<file path="config.mk">
export PLATFORM = sky130hd
export DESIGN_NAME = fpu_exception_unit
export DESIGN_NICKNAME = d
export VERILOG_FILES = /design/src/rtl/fpu_exc_pkg.sv /design/src/rtl/fpu_exc_log_fifo.sv /design/src/rtl/fpu_exception_unit.sv
export SDC_FILE = /design/constraint.sdc
export NUM_CORES = 1
export LEC_CHECK = 0
export BUFFER_PORTS_ARGS = -buffer_cell sky130_fd_sc_hd__buf_2
export CAP_MARGIN = 20
export CORE_MARGIN = 3
export CORE_UTILIZATION = 30
export DETAILED_ROUTE_END_ITERATION = 8
export GPL_TIMING_DRIVEN = 0
export PLACE_DENSITY_LB_ADDON = 0.25
export SLEW_MARGIN = 10
export SYNTH_ARGS = -nofsm -noshare
export SYNTH_HDL_FRONTEND = slang
export SYNTH_HIERARCHICAL = 1
export SYNTH_SLANG_ARGS = --single-unit
</file>
<file path="constraint.sdc">
create_clock -name clk -period 1.1 [get_ports clk]
set_clock_uncertainty 0.2 [all_clocks]
set_input_delay 0.165 -clock clk [delete_from_list [all_inputs] [get_ports clk]]
set_output_delay 0.165 -clock clk [all_outputs]
set_load 0.01 [all_outputs]
</file>
<file path="src/rtl/fpu_exc_pkg.sv">
// Shared definitions for the FPU exception unit: exception indices, log entry
// record and the priority encoder used for the top-exception report.
package fpu_exc_pkg;

  localparam int EXC_IE = 0;
  localparam int EXC_DE = 1;
  localparam int EXC_ZE = 2;
  localparam int EXC_OE = 3;
  localparam int EXC_UE = 4;
  localparam int EXC_PE = 5;
  localparam int EXC_SF = 6;

  // Log entries are sized for the widest supported configuration (8 sources,
  // 32-bit tags); narrower instances zero-extend into them.
  localparam int EXC_MAX_W = 8;
  localparam int TAG_MAX_W = 32;

  typedef struct packed {
    logic [EXC_MAX_W-1:0] exc;
    logic [TAG_MAX_W-1:0] tag;
  } log_entry_t;

  // Index of the lowest set bit (bit 0 is highest priority); 0 when empty.
  function automatic logic [2:0] prio_enc(input logic [EXC_MAX_W-1:0] flags);
    logic [2:0] idx;
    idx = '0;
    for (int i = EXC_MAX_W - 1; i >= 0; i--) begin
      if (flags[i]) idx = 3'(i);
    end
    return idx;
  endfunction

endpackage

</file>
<file path="src/rtl/fpu_exc_log_fifo.sv">
// Exception event log FIFO. A push into a full FIFO without a same-cycle pop is
// dropped and sets the sticky overflow flag.
module fpu_exc_log_fifo #(
  parameter int DEPTH = 4,
  parameter int WIDTH = 8
) (
  input  logic                   clk,
  input  logic                   reset_n,
  input  logic                   push,
  input  logic                   pop,
  input  logic                   clear_ovf,
  input  logic [WIDTH-1:0]       wdata,
  output logic                   valid,
  output logic                   full,
  output logic [WIDTH-1:0]       rdata,
  output logic [$clog2(DEPTH):0] count,
  output logic                   overflow
);

  localparam int PTR_W = $clog2(DEPTH);

  logic [WIDTH-1:0] mem [DEPTH];
  logic [PTR_W-1:0] wr_ptr;
  logic [PTR_W-1:0] rd_ptr;
  logic             pop_eff;
  logic             push_eff;
  logic             drop;

  assign valid    = (count != '0);
  assign full     = (count == (PTR_W + 1)'(DEPTH));
  assign pop_eff  = pop & valid;
  // A simultaneous pop frees the slot, so a full FIFO still accepts the push.
  assign push_eff = push & (~full | pop_eff);
  assign drop     = push & full & ~pop_eff;
  assign rdata    = valid ? mem[rd_ptr] : '0;

  always_ff @(posedge clk or negedge reset_n) begin
    if (!reset_n) begin
      for (int i = 0; i < DEPTH; i++) mem[i] <= '0;
      wr_ptr   <= '0;
      rd_ptr   <= '0;
      count    <= '0;
      overflow <= 1'b0;
    end else begin
      if (push_eff) begin
        mem[wr_ptr] <= wdata;
        wr_ptr      <= wr_ptr + 1'b1;
      end
      if (pop_eff) rd_ptr <= rd_ptr + 1'b1;
      case ({push_eff, pop_eff})
        2'b10:   count <= count + 1'b1;
        2'b01:   count <= count - 1'b1;
        default: count <= count;
      endcase
      overflow <= (overflow & ~clear_ovf) | drop;
    end
  end

endmodule

</file>
<file path="src/rtl/fpu_exception_unit.sv">
// FPU exception tracking: sticky flags, error-summary and INT generation, top
// exception report. Event log is built only when FPU_EXC_LOG_EN is defined.
module fpu_exception_unit
  import fpu_exc_pkg::*;
#(
  parameter int NUM_EXC   = 6,
  parameter int TAG_W     = 16,
  parameter int LOG_DEPTH = 4
) (
  input  logic                       clk,
  input  logic                       reset_n,
  input  logic [NUM_EXC-1:0]         exc_in,
  input  logic                       exc_latch,
  input  logic [NUM_EXC-1:0]         mask,
  input  logic                       iem,
  input  logic                       exc_clear,
  input  logic [TAG_W-1:0]           tag_in,
  input  logic                       log_pop,
  output logic                       int_request,
  output logic                       exception_pending,
  output logic [NUM_EXC-1:0]         latched_exceptions,
  output logic                       has_unmasked_exception,
  output logic                       top_exc_valid,
  output logic [2:0]                 top_exc_idx,
  output logic                       log_valid,
  output logic [NUM_EXC-1:0]         log_exc,
  output logic [TAG_W-1:0]           log_tag,
  output logic [$clog2(LOG_DEPTH):0] log_count,
  output logic                       log_overflow
);

  logic [NUM_EXC-1:0] latched_next;
  logic               es_next;
  logic               log_push;

  // Clear takes effect first so a coincident latch starts from an empty set.
  always_comb begin
    latched_next = exc_clear ? '0 : latched_exceptions;
    if (exc_latch) latched_next = latched_next | exc_in;
  end

  // ES only rises on a newly arriving unmasked exception, never on mask changes.
  assign es_next  = (exception_pending & ~exc_clear) | (exc_latch & |(exc_in & ~mask));
  assign log_push = exc_latch & |exc_in;

  always_ff @(posedge clk or negedge reset_n) begin
    if (!reset_n) begin
      latched_exceptions <= '0;
      exception_pending  <= 1'b0;
      int_request        <= 1'b0;
    end else begin
      latched_exceptions <= latched_next;
      exception_pending  <= es_next;
      int_request        <= es_next & ~iem;
    end
  end

  assign has_unmasked_exception = |(latched_exceptions & ~mask);
  assign top_exc_valid          = |latched_exceptions;
  assign top_exc_idx            = prio_enc(EXC_MAX_W'(latched_exceptions));

`ifdef FPU_EXC_LOG_EN
  log_entry_t push_entry;
  log_entry_t log_head;
  logic       fifo_full;
  logic       unused_log;

  assign push_entry = '{exc: EXC_MAX_W'(exc_in), tag: TAG_MAX_W'(tag_in)};

  fpu_exc_log_fifo #(
    .DEPTH (LOG_DEPTH),
    .WIDTH ($bits(log_entry_t))
  ) u_log_fifo (
    .clk       (clk),
    .reset_n   (reset_n),
    .push      (log_push),
    .pop       (log_pop),
    .clear_ovf (exc_clear),
    .wdata     (push_entry),
    .valid     (log_valid),
    .full      (fifo_full),
    .rdata     (log_head),
    .count     (log_count),
    .overflow  (log_overflow)
  );

  assign log_exc    = log_head.exc[NUM_EXC-1:0];
  assign log_tag    = log_head.tag[TAG_W-1:0];
  assign unused_log = ^{fifo_full, log_head};
`else
  logic unused_log;

  assign log_valid    = 1'b0;
  assign log_exc      = '0;
  assign log_tag      = '0;
  assign log_count    = '0;
  assign log_overflow = 1'b0;
  assign unused_log   = ^{log_pop, tag_in, log_push};
`endif

endmodule

</file>
==> flow_summary.ini, run 1 <==
[logic_synthesis]
avgSynthCellArea_um2 = 8.29
syn-instance-count = 78
synth.yosys.seq_area_share = 0.309
synthTopCellsByArea = buf_4, dfrtp_1, o21ai_0
synth_area_um2 = 647
synth_top_cell_by_area = buf_4
yosysWarnings = 6
synth_seq_cells = 8
synth_top_area_share = 0.313
synth_cell_type_count = 16

[job]
max_cap_violations = 0

[route]
drtAntennaViolNets = 0
vias_per_cell = 3.82
drt_iter0_drc = 18
drc_errors = 0
route.vias.total = 688
drt_pass1_iterations = 4
drt-total-wl_um = 1850
wl_per_cell_um = 10.3

[worst_setup_path]
worst_setup_path_start_kind = flop
arrival_ns = 1.31
reg2reg_slack_ns = -0.06
ff2ff_path_depth = 3
required_ns = 0.73
crit_fanout = 2
rr_endpoint = int_request$_DFF_PN0_
crit_type = flop to output port
end_kind = output port
reg2reg_from = exception_pending$_DFF_PN0_
crit_start = latched_exceptions[0]$_DFF_PN0_

[global_route]
grt_max_degree = 9
grt.total_usage = 0.131
antenna_found_initial = 0
grt_pass1_vias = 605
overflow = 0
grt_pass1_wl_um = 2680

[sta]
rsz0062_at_grt = true
slew_violations = 0
finalCritPeriodShare = 1.52
finalSetupViolCount = 14
final_hold_viol_count = 0
setup-tns-final_ns = -3.30
finalWorstSetupSlack_ns = -0.576
post-route-min-period_ns = 1.68
fmax_mhz = 597

[clocking]
cts_sinks = 8
clk_latency_ns = 0.24
h-tree-depth = 1
numCtsBuffers = 3
cts.clk_slew.worst_paths_ns = 0.06
cts_tree = yes
cts_root_buf = clkbuf_4
cts_max_path_buffers = 2

[placement]
routabilityCongestion = 0.798
placedInstanceArea_um2 = 945
portBuffers = 29
hpwlAfterDp_um = 1340
dp.cells = 160

[finish]
diodes = 0
fin_area_um2 = 1170
final_common_cell = buf_4
fin_cells = 180
drive_gt1_frac = 0.523
final_net_count = 189
layout_common_cells = buf_4, conb_1, buf_2
syn_to_final_growth_pct = 80.9

[floorplan]
start_util = 0.323
die_area_um2 = 2750
num_rows = 16
core_area_um2 = 2000
io_pins = 74
dieHeight_um = 52.4
dieWidth_um = 52.4

[power]
power_density_nw_per_um2 = 869
max-vdd-ir-drop_mv = 0.362
p_leak_nw = 0.665

[worst_hold_path]
whs_endpoint = latched_exceptions[1]$_DFF_PN0_
hp-class = input pin to flop
whs_path_depth = 2
min_from = exc_clear

[status]
violations = setup timing
status = finished, violations left
==> state kept, by name (all words and copies together) (netlist names) <==
signal,count
int_request,1
latched_exceptions,6
exception_pending,1
==> critical path: stages (launching register included) <==
cell and delay [ns]:
dfrtp_1 0.40, inv_1 0.08, o22ai_1 0.07, or3_4 0.38
buf_6 0.13
==> per-layer routing <==
layer,track usage,share of wire
met4,0.0128,0
met2,0.246,0.53
met3,0.0427,0.096
met5,0,0
met1,0.145,0.37
==> area by class of cell <==
cell class              instances  area, µm²
repair buffers                 46        335
inverters                       9       33.8
flip-flops and latches          8        201
multi-input cells              60        340
fillers                       184        832
clock buffers                   3       22.5
well taps                      27       33.8
plain buffers                  27        203
==> cells in the mapped netlist <==
library cell and instances:
a211oi_1 2, nor4_1 1, o22ai_1 3, nor2_1 2
a21oi_1 2, conb_1 1, inv_1 9, nand2_1 7
a221oi_1 1, nor2b_4 1, dfrtp_1 8, o21ai_0 7
buf_4 27, a2111oi_4 1, nor2b_1 5, or3_1 1
==> cell families (layout without fill, tap and decap cells) <==
| family | after synthesis | after routing | share of synthesized area |
|---|---|---|---|
| DFF | 8 | 8 | 0.309 |
| and+or+nand+nor | 17 | 17 | 0.141 |
| other | 1 | 27 | 0.00580 |
| AOI/OAI and AO/OA | 16 | 16 | 0.178 |
| buffers and inverters | 36 | 85 | 0.366 |
==> what timing repair did <==
action	4_1_cts	5_1_grt
cloned	0	0
gates resized for setup	9	5
endpoints found under the hold margin	15	0
hold buffers	8	0
pin swaps	3	0
setup buffers	6	3
endpoints found under the setup margin	15	15
==> power by group <==
part | internal, mW | leakage [nW] | total, mW | switching, mW
combinational | 0.248 | 0.555 | 0.449 | 0.201
clock | 0.125 | 0.0138 | 0.220 | 0.0950
sequential | 0.322 | 0.0959 | 0.348 | 0.0255
==> how the worst max path moves through the flow <==
| stage | end | slack [ns] |
|---|---|---|
| floorplan | has_unmasked_exception | -0.23 |
| CTS | has_unmasked_exception | -0.58 |
| global route | has_unmasked_exception | -0.64 |
| global placement | has_unmasked_exception | -0.36 |
| finish | has_unmasked_exception | -0.58 |
| detailed placement | has_unmasked_exception | -0.36 |
==> stage by stage <==
stage	utilization	hold slack [ns]	setup WS (ns)	power, mW
after floorplan	-	-0.331	-0.230	0.574
after global placement	0.472	-0.180	-0.364	0.681
after detailed placement	0.472	-0.179	-0.359	0.684
after CTS	0.563	0.0334	-0.575	0.982
after global routing	0.584	0.0205	-0.637	1.09
final	0.584	0.0312	-0.576	1.02
(Power assumes the default switching activity.)
==> run 2, diff against run 1 <==
--- a/config.mk
+++ b/config.mk
@@ -11,9 +11,11 @@
 export CORE_UTILIZATION = 30
 export DETAILED_ROUTE_END_ITERATION = 8
 export GPL_TIMING_DRIVEN = 0
+export HOLD_SLACK_MARGIN = 0.06
 export PLACE_DENSITY_LB_ADDON = 0.25
 export SLEW_MARGIN = 10
 export SYNTH_ARGS = -nofsm -noshare
 export SYNTH_HDL_FRONTEND = slang
 export SYNTH_HIERARCHICAL = 1
 export SYNTH_SLANG_ARGS = --single-unit
+export TNS_END_PERCENT = 20
==> flow_summary.ini, run 2 (synthesis gave the netlist of run 1 again) <==
[power]
power_mw = 1.00
power_density_nw_per_um2 = 866
p_leak_nw = 0.667
max-vdd-ir-drop_mv = 0.816

[sta]
finalSetupViolCount = 15
timing.hold.ws_ns = 0.0159
fmax_mhz = 595
post-route-min-period_ns = 1.68
slew_violations = 0
final_hold_viol_count = 0
finalCritPeriodShare = 1.53
rsz0062_at_grt = true
finalWorstSetupSlack_ns = -0.582

[status]
violations = setup timing
status = finished, violations left

[worst_setup_path]
required_ns = 0.73
arrival_ns = 1.32
end_kind = output port
reg2reg_from = exception_pending$_DFF_PN0_
crit_fanout = 3
crit_type = flop to output port
crit_path_cell_trace = inv_2 > o22ai_2 > or3_4 > buf_6
rr_endpoint = int_request$_DFF_PN0_
ff2ff_path_depth = 3
cp_slowest_stage_delay_ns = 0.40
reg2reg_slack_ns = -0.09
worst_setup_path_start_kind = flop
critPathSlowestCell = dfrtp_1

[placement]
hpwlAfterDp_um = 1260
routabilityCongestion = 0.782
dp.cells = 160
portBuffers = 29

[clocking]
cts_tree = yes
cts_hold_buf = 9
cts_sinks = 8
cts_root_buf = clkbuf_4
clk_latency_ns = 0.25
cts.clk_slew.worst_paths_ns = 0.05
h-tree-depth = 1
cts_max_path_buffers = 2
numCtsBuffers = 3

[floorplan]
dieWidth_um = 52.4
start_util = 0.323
num_rows = 16
io_pins = 74
dieHeight_um = 52.4
die_area_um2 = 2750
core_area_um2 = 2000

[global_route]
overflow = 0
grt_pass1_vias = 661
grt.total_usage = 0.135
grt_max_degree = 9
grt_pass1_wl_um = 2680
antenna_found_initial = 0

[finish]
syn_to_final_growth_pct = 79.1
regMostFlops = latched_exceptions
layout_common_cells = buf_4, conb_1, buf_2
final_common_cell = buf_4
diodes = 0
fin_cells = 180
final_net_count = 189
drive_gt1_frac = 0.529
largest_reg_flops = 6
reg_top3 = latched_exceptions (6), exception_pending (1), int_request (1)

[route]
drt_pass1_iterations = 4
drtAntennaViolNets = 0
drc_errors = 0
wl_per_cell_um = 9.61
vias_per_cell = 3.84
drt-total-wl_um = 1730
drt_iter0_drc = 15
route.vias.total = 692

[worst_hold_path]
min_from = exc_latch
whs_endpoint = latched_exceptions[2]$_DFF_PN0_
hp-class = input pin to flop
whs_path_depth = 3

[job]
max_cap_violations = 0
[run 2: per-stage QoR]
| stage | setup WS, ns | instance area (µm²) | TNS [ns] | utilization |
|---|---|---|---|---|
| after floorplan | -0.230 | 752 | -1.01 | - |
| after global placement | -0.360 | 931 | -1.41 | 0.465 |
| after detailed placement | -0.373 | 931 | -1.44 | 0.465 |
| after CTS | -0.567 | 1130 | -3.76 | 0.566 |
| after global routing | -0.639 | 1160 | -4.57 | 0.579 |
| final | -0.582 | 1160 | -3.78 | 0.579 |
[run 2: cell type report]
type,count,area (µm²)
clock buffer,3,22.5
multi-input combinational,60,347
tap,27,33.8
sequential,8,200
timing repair buffer,46,319
buffer,27,203
fill,187,843
inverter,9,33.8
[run 2: repair_timing]
action,CTS,global route
pin swaps,6,2
gates resized for setup,9,10
endpoints found under the hold margin,16,4
setup buffers,8,1
setup endpoints to repair,15,20
[run 2: power breakdown]
part	total, mW	internal, mW	switching (mW)
combinational	0.444	0.238	0.206
clock	0.213	0.124	0.0888
sequential	0.346	0.322	0.0237
total	1.00	0.684	0.319
[run 2: worst max path at each step]
stage | slack, ns | to | start | cells past startpoint
6_report | -0.58 | has_unmasked_exception | latched_exceptions[1]$_DFF_PN0_ | 4
5_1_grt | -0.64 | top_exc_idx[2] | latched_exceptions[3]$_DFF_PN0_ | 3
4_1_cts | -0.57 | has_unmasked_exception | latched_exceptions[3]$_DFF_PN0_ | 4
3_5_place_dp | -0.37 | has_unmasked_exception | latched_exceptions[2]$_DFF_PN0_ | 4
3_3_place_gp | -0.36 | has_unmasked_exception | latched_exceptions[1]$_DFF_PN0_ | 4
2_1_floorplan | -0.23 | has_unmasked_exception | latched_exceptions[1]$_DFF_PN0_ | 3
[run 2: worst max-delay path: cells and delay by family, from the launching register on]
family                 cells  cell delay, ns
buffers and inverters      2            0.21
AOI/OAI and AO/OA          1            0.07
DFF                        1            0.40
and+or+nand+nor            1            0.38
[run 2: layer usage]
metal  part of all wire  wire length [µm]  global-route usage
met5                  0                 0                   0
met4              0.022                38               0.102
met3               0.15               255              0.0342
met2               0.47               813               0.229
met1               0.36               622               0.140
==> run 3, diff against run 2 <==
--- a/config.mk
+++ b/config.mk
@@ -9,6 +9,7 @@
 export CAP_MARGIN = 20
 export CORE_MARGIN = 3
 export CORE_UTILIZATION = 30
+export CTS_BUF_LIST = sky130_fd_sc_hd__clkbuf_16
 export DETAILED_ROUTE_END_ITERATION = 8
 export GPL_TIMING_DRIVEN = 0
 export HOLD_SLACK_MARGIN = 0.06
==> constraint.sdc (replaced) <==
create_clock -name clk -period 1.1 [get_ports clk]
set_clock_uncertainty 0.2 [all_clocks]
set_input_delay 0.22 -clock clk [delete_from_list [all_inputs] [get_ports clk]]
set_output_delay 0.22 -clock clk [all_outputs]
set_load 0.01 [all_outputs]
==> flow_summary.ini, run 3 (synthesis gave the netlist of run 1 again) <==
[route]
drt_pass1_iterations = 4
drtAntennaViolNets = 0
vias_per_cell = 3.85
wl_per_cell_um = 9.97
drt_iter0_drc = 8
route.vias.total = 674
drc_errors = 0
drt-total-wl_um = 1750

[global_route]
grt.total_usage = 0.127
grt_pass1_wl_um = 2470
grt_pass1_vias = 618
grt_max_degree = 9
antenna_found_initial = 0
overflow = 0

[clocking]
cts.clk_slew.worst_paths_ns = 0.04
cts_root_buf = clkbuf_16
cts_hold_buf = 4
numCtsBuffers = 3
cts_max_path_buffers = 2
clk_latency_ns = 0.23
h-tree-depth = 1
cts_sinks = 8
cts_tree = yes

[power]
clkPwrFrac = 0.432
p_sw_frac = 0.262
p_leak_nw = 0.674
max-vdd-ir-drop_mv = 1.06
p_int_mw = 1.02
power_mw = 1.39
power_density_nw_per_um2 = 1170
comb_power_share = 0.318
seqPwrFrac = 0.250
power_switching_mw = 0.363

[status]
status = finished, violations left
violations = setup timing

[worst_setup_path]
critPathSlowestCell = dfrtp_1
critPathTopFamily = flip-flops
cp.buffers_inverters = 2
end_kind = output port
cp_slowest_stage_delay_ns = 0.40
crit_type = flop to output port
worst_setup_path_start_kind = flop
arrival_ns = 1.31
crit_path_cell_trace = inv_2 > o22ai_2 > or3_4 > buf_6
required_ns = 0.68
crit_fanout = 3

[floorplan]
dieHeight_um = 52.4
start_util = 0.323
die_area_um2 = 2750
core_area_um2 = 2000
dieWidth_um = 52.4
num_rows = 16
io_pins = 74

[finish]
final_net_count = 184
drive_gt1_frac = 0.554
diodes = 0
final_common_cell = buf_4
reg_top3 = latched_exceptions (6), exception_pending (1), int_request (1)
layout_common_cells = buf_4, conb_1, buf_2
fin_area_um2 = 1180
syn_to_final_growth_pct = 82.4
fin_util = 0.589
regMostFlops = latched_exceptions
final.fill_count = 202
largest_reg_flops = 6

[job]
max_cap_violations = 0

[sta]
rsz0062_at_grt = true
fmax_mhz = 579
finalCritPeriodShare = 1.57
finalWorstSetupSlack_ns = -0.628
post-route-min-period_ns = 1.73
slew_violations = 0
setup-tns-final_ns = -3.84
final_hold_viol_count = 0
finalSetupViolCount = 15

[placement]
placedInstanceArea_um2 = 931
hpwlAfterDp_um = 1260
post-place-ws_ns = -0.428
portBuffers = 29
routabilityCongestion = 0.782

[worst_hold_path]
hp-class = input pin to flop
run 3: cell count changes in the layout (fill, tap and decap cells not counted), sizes merged:
cell | previous run | this run
dlygate4sd3 | 7 | 3
buf | 65 | 64
run 3: final timing paths:
kind | startpoint | end | slack, ns | depth (start not counted)
setup / recovery | latched_exceptions[1]$_DFF_PN0_ | has_unmasked_exception | -0.63 | 4
hold / removal | exc_in[2] | latched_exceptions[2]$_DFF_PN0_ | 0.04 | 3
setup reg to reg | exception_pending$_DFF_PN0_ | int_request$_DFF_PN0_ | -0.04 | 3
hold reg to reg | latched_exceptions[4]$_DFF_PN0_ | latched_exceptions[4]$_DFF_PN0_ | 0.40 | 2
max in group asynchronous | reset_n | latched_exceptions[0]$_DFF_PN0_ | 0.36 | 2
min in group asynchronous | reset_n | latched_exceptions[3]$_DFF_PN0_ | 0.17 | 2
run 3: final cells by class:
| class | count | area, µm² | share of cell area |
|---|---|---|---|
| multi-input combinational | 60 | 357 | 0.302 |
| timing repair buffer | 41 | 278 | 0.235 |
| buffer | 27 | 203 | 0.172 |
| sequential | 8 | 200 | 0.170 |
| clock buffer | 3 | 75.1 | 0.0636 |
| inverter | 9 | 33.8 | 0.0286 |
| tap | 27 | 33.8 | 0.0286 |
run 3: power by group through the flow:
stage	clock (mW)	sequential [mW]	combinational, mW
after floorplan	0	0.360	0.207
after global placement	0	0.347	0.324
after detailed placement	0	0.349	0.327
after CTS	0.599	0.345	0.402
after global routing	0.629	0.351	0.484
final	0.598	0.347	0.441
run 3: layer usage:
layer,track usage,wire length (µm),up-vias,part of all wire
met1,0.133,614,282,0.35
met3,0.0541,261,4,0.15
met4,0.106,48,0,0.028
met2,0.194,820,45,0.47
met5,0,0,-,0
li1,-,-,343,-
run 3: timing repair:
action / 4_1_cts / 5_1_grt
endpoints found under the hold margin: 15 / 2
buffers inserted: 8 / 1
gates cloned: 0 / 0
setup endpoints to repair: 15 / 17
gates resized for setup: 8 / 12
pin swaps: 6 / 4
run 3: metrics by stage:
| stage | hold WS (ns) | cells |
|---|---|---|
| finish | 0.0393 | 175 |
| floorplan | -0.276 | 104 |
| global placement | -0.131 | 160 |
| global route | 0.0659 | 175 |
| CTS | 0.0240 | 175 |
| detailed placement | -0.130 | 160 |
run 3: worst min-delay path, cell delays in order:
cell and delay [ns]:
buf_2 0.10, nand2_1 0.07, o21ai_2 0.05
